[src/rtl/piso_pkg.sv]
// piso_pkg: shared state type and counter sizing for the PISO register
package piso_pkg;

    typedef enum logic {IDLE, SHIFT} piso_state_e;

    function automatic int cnt_width(input int width);
        return (width > 2) ? $clog2(width) : 1;
    endfunction

endpackage

[src/rtl/piso_reg.sv]
// piso_reg: parallel-in serial-out shift register with valid/ready load and registered serial valid/last
module piso_reg
    import piso_pkg::*;
#(
    parameter int WIDTH     = 8,
    parameter bit MSB_FIRST = 1
) (
    input  logic             clk,
    input  logic             arst_n,
    input  logic [WIDTH-1:0] par_data_i,
    input  logic             par_valid_i,
    output logic             par_ready_o,
    output logic             ser_data_o,
    output logic             ser_valid_o,
    output logic             ser_last_o,
    output logic             busy_o
);
    localparam int CW = cnt_width(WIDTH);
    localparam logic [CW-1:0] LAST = CW'(WIDTH - 1);

    if (WIDTH < 2) begin : g_width_check
        $error("piso_reg: WIDTH must be at least 2");
    end

    piso_state_e      state_q, state_d;
    logic [CW-1:0]    cnt_q, cnt_d;
    logic [WIDTH-1:0] sh_q, sh_d;
    logic             ser_data_q, ser_valid_q, ser_last_q;
    logic             accept;

    function automatic logic head(input logic [WIDTH-1:0] w);
        return MSB_FIRST ? w[WIDTH-1] : w[0];
    endfunction

    assign par_ready_o = (state_q == IDLE) || (state_q == SHIFT && cnt_q == LAST);
    assign accept      = par_valid_i && par_ready_o;
    assign busy_o      = (state_q == SHIFT);
    assign ser_data_o  = ser_data_q;
    assign ser_valid_o = ser_valid_q;
    assign ser_last_o  = ser_last_q;

    // load on accept, otherwise advance one bit or fall back to IDLE after the last bit
    always_comb begin
        state_d = state_q;
        cnt_d   = cnt_q;
        sh_d    = sh_q;
        if (accept) begin
            state_d = SHIFT;
            cnt_d   = '0;
            sh_d    = par_data_i;
        end else if (state_q == SHIFT) begin
            if (cnt_q == LAST) begin
                state_d = IDLE;
                cnt_d   = '0;
                sh_d    = '0;
            end else begin
                cnt_d = cnt_q + 1'b1;
                sh_d  = MSB_FIRST ? sh_q << 1 : sh_q >> 1;
            end
        end
    end

    // state plus serial outputs precomputed from next state so the consumer sees clean flops
    always_ff @(posedge clk or negedge arst_n) begin
        if (!arst_n) begin
            state_q     <= IDLE;
            cnt_q       <= '0;
            sh_q        <= '0;
            ser_data_q  <= 1'b0;
            ser_valid_q <= 1'b0;
            ser_last_q  <= 1'b0;
        end else begin
            state_q     <= state_d;
            cnt_q       <= cnt_d;
            sh_q        <= sh_d;
            ser_data_q  <= (state_d == SHIFT) && head(sh_d);
            ser_valid_q <= (state_d == SHIFT);
            ser_last_q  <= (state_d == SHIFT) && (cnt_d == LAST);
        end
    end

endmodule

[config.mk]
export PLATFORM = sky130hd
export DESIGN_NAME = piso_reg
export DESIGN_NICKNAME = d
export VERILOG_FILES = /design/src/rtl/piso_pkg.sv /design/src/rtl/piso_reg.sv
export SDC_FILE = /design/constraint.sdc
export NUM_CORES = 1
export LEC_CHECK = 0
export ABC_AREA = 0
export BUFFER_PORTS_ARGS = -buffer_cell sky130_fd_sc_hd__buf_2
export CAP_MARGIN = 15
export CORE_UTILIZATION = 49
export CTS_CLUSTER_SIZE = 28
export DETAILED_ROUTE_END_ITERATION = 12
export GPL_TIMING_DRIVEN = 0
export PLACE_DENSITY = 0.74
export RECOVER_POWER = 50
export SYNTH_ARGS = -nofsm -noshare
export SYNTH_HDL_FRONTEND = slang
export SYNTH_SLANG_ARGS = --single-unit
[constraint.sdc]
create_clock -name clk -period 1.71 [get_ports clk]
set_input_delay 0.2565 -clock clk [delete_from_list [all_inputs] [get_ports clk]]
set_output_delay 0.2565 -clock clk [all_outputs]
set_load 0.03 [all_outputs]
==> summary.md <==
| Metric | Value |
|---|---|
| DRC violations left | 0 |
| Synth Area in XOR/XNOR | 0% |
| Routed via count | about 540 |
| Distinct cells, synth | 20 |
| Synth Area in Adders | under 10% |
| Vias in the first global route | 490 |
| Post-Syn Area | about 670 sq um |
| Status | complete, no violations |
| Mux cell area share after synthesis | a little over a tenth |
| Initial antenna violation count | 0 |
| Die W | about 40 um |
| Seq/Total Area, Yosys | 48.7% |
| Pre-antenna DRT Iters | 4 |
| VDD IR max | between 0.0007 and 0.0008 V |
| Worst skew pair latency | 270 ps |
| Via/cell ratio | 5.54 |
| Layout area overhead | 24.5% |
| Grt met2 use | between 30% and 40% |
| CP Class | reg2out |
| Num CTS Buffers | 3 |
| CP Max Fanout | 3 |
| Crit path launch type | register |
| Largest stage delay, worst path | ~400 ps |
| Grt total ovfl | 0 |
| Height of the die | between 30 and 40 um |
| Final slew viol count | 0 |
| Met3 Usage GRT | about 5.2% |
| NumNets Final | 98 |
| Clock skew | ~2.3 ps |
| WP data required | 1450 ps |
| Crit path max-delay family | flip-flops |
| Post-DP HPWL | 909 um |
| Avg Cell Area, Syn | ~11 sq um |
| Worst setup EP type | output pin |
| Finished Core Util | a little over two thirds |
| Maxcap violations | 0 |
| Min Tclk post-route | between 1500 and 2000 ps |
| Worst path slowest cell | dfrtp_1 |
| H-tree levels | 1 |
| Synth Area in Compound Gates | 19.3% |
| CTS tree | built |
| Placer Congestion | roughly 0.67 |
| Largest family of logic cells by synthesized area | compound AO/OA/AOI/OAI gates |
| Post-Syn Instances | 60 |
| GR Layer Usage met1 | around 25% |
| Final hold viol count | 0 |
| Tcrit/Tclk final | 99.6% |
| Ant diodes | 0 |
| Relative slew slack | between 50% and 60% |
| First-pass GRT wire length | approximately 2100 um |
| Flops & latches, synth | 13 |
| Clock root buffer | clkbuf_4 |
| Detail Route Antenna Nets | 0 |
| Synth Area in Simple Gates | between 10 and 15% |
| Routed WL per cell | around 14 um |
| Sink Count | 13 |
| Post-Route WL | ~1300 um |
| Share of cells above drive strength 1 | 35.7% |
| Clock transition at path regs | around 80 ps |
| Critical Path AT | between 1000 and 1500 ps |
| Port-buffer cells | 15 |
| TNS Setup | 0 ps |
| RSZ-0062 raised after global routing | yes |
| I/O pin count | 16 |
| HP Class | in2reg |
| Pwr/cell area | 1620 nW/um^2 |
| Die area | 1520 sq um |
| Fmax | roughly 600 MHz |
| 1st-iter DRT viols | 4 |
| Static leakage | 0.396 nW |
| Global Route Usage Sum | about 22% |
| Ordered list of cells on the worst path | ha_2, ha_2, and2b_2, inv_2, buf_6 |
| CP dominant cell by count | ha_2 |
| Number of setup violations in the final report | 0 |
| Mapped Nets | 73 |
| Row cnt | 12 |
| YS warnings | 0 |
| Pin count of the biggest net entering global routing | 14 |
| Busiest grt layer | met2 |
| Core area | between 1000 and 1500 sq um |
| Clock tree buffer depth | 2 |
| WP buf/inv | 2 |
| Initial core utilization | between 50% and 60% |
| Worst Tran Pin Value | about 700 ps |
==> worst reg2reg max path, cell delays in order, from the launching register on <==
cell and delay (ps):
dfrtp_1 400, ha_2 190, ha_2 170, and2b_2 240, buf_4 180, nand2b_4 70, a221oi_2 240
==> cells in the final DEF (no fill, tap or decap) <==
| master | n |
|---|---|
| nand3b_1 | 1 |
| inv_2 | 1 |
| a221oi_2 | 1 |
| buf_6 | 1 |
| nand2b_4 | 1 |
| dfrtp_1 | 13 |
| clkbuf_4 | 3 |
| nand2_1 | 5 |
| clkbuf_1 | 5 |
| ha_2 | 2 |
| o211ai_1 | 1 |
| nor2_1 | 1 |
| mux2i_1 | 7 |
| buf_2 | 13 |
| nand3_1 | 2 |
| dlygate4sd3_1 | 1 |
| inv_1 | 2 |
| a32oi_1 | 7 |
| and2b_2 | 1 |
| nand2b_1 | 1 |
| buf_4 | 7 |
| a32o_1 | 1 |
| o21ai_0 | 7 |
==> what timing repair did <==
item,4_1_cts,5_1_grt
hold buffers,1,0
setup buffers,3,2
setup endpoints to repair,1,1
endpoints found under the hold margin,13,0
gates resized for setup,5,1
pin swaps,1,1
==> cell usage after synthesis <==
master	number	share of area, %
nand3b_1	1	1.1
mux2i_1	7	10
a32oi_1	7	9.2
nand2b_1	1	0.94
nand3_1	2	1.5
o21ai_0	7	5.2
a221oi_2	1	2.2
inv_1	3	1.7
buf_2	2	1.5
ha_1	2	3.7
o211ai_1	1	1.1
dfrtp_1	13	49
buf_6	1	1.7
and2b_1	1	1.1
nand2b_4	1	2.1
nor2_1	1	0.56
nand2_1	5	2.8
clkbuf_1	1	0.56
a32o_1	1	1.5
buf_4	2	2.2
==> stage by stage <==
stage          setup WS, ps  area (sq um)  std cells  total power [mW]  hold WS, ps
2_1_floorplan           218           668         60             0.929        -39.1
3_3_place_gp            112           761         89              1.05          156
3_5_place_dp           80.5           761         89              1.07          157
4_1_cts               -34.5           831         97              1.34          218
5_1_grt               -40.6           832         98              1.44          222
6_report               6.78           832         98              1.34          220
==> per-layer routing <==
layer	routed length (um)	share of wire, %
met3	42	3.1
met5	0	0
met2	646	48
met4	13	0.96
met1	647	48
==> path summary, 6_finish.rpt <==
check	from	endpoint	slack, ps	cells after the start
min in group asynchronous	arst_n	ser_last_o	540	2
setup reg to reg	cnt_q[0]	ser_last_o	150	6
max in group asynchronous	arst_n	sh_q[4]	730	2
hold / removal	par_data_i[7]	ser_data_o	220	3
hold reg to reg	sh_q[6]	ser_data_o	500	2
setup / recovery	cnt_q[0]	par_ready_o	7	5
==> layout make-up <==
class                           instances  area (sq um)
Tap cell                               14          17.5
Fill cell                              94           354
Multi-Input combinational cell         38           298
Inverter                                3          11.3
Clock buffer                            4          26.3
Sequential cell                        13           325
Timing Repair Buffer                   21           125
Buffer                                  5          28.8
==> power by group <==
| group | switching [mW] | internal (mW) | leakage (nW) |
|---|---|---|---|
| combinational | 0.347 | 0.318 | 0.215 |
| clock | 0.100 | 0.0903 | 0.0150 |
| sequential | 0.0682 | 0.421 | 0.166 |
| total | 0.515 | 0.829 | 0.396 |
==> sequential cells by signal (all words and copies together), names as in the netlist <==
register and cells:
cnt_q 3, ser_data_o 1, ser_last_o 1, ser_valid_o 1, sh_q 7
==> kinds of logic (layout without fill, tap and decap cells) <==
| group | Yosys count | in the layout |
|---|---|---|
| AO/OA/AOI/OAI | 17 | 17 |
| adder cells (fa/ha/maj) | 2 | 2 |
| buffers and inverters | 9 | 33 |
| flip-flops | 13 | 13 |
| multiplexers | 7 | 7 |
| AND/OR/NAND/NOR | 12 | 12 |
No activity file was read; power rests on OpenSTA's default activity.
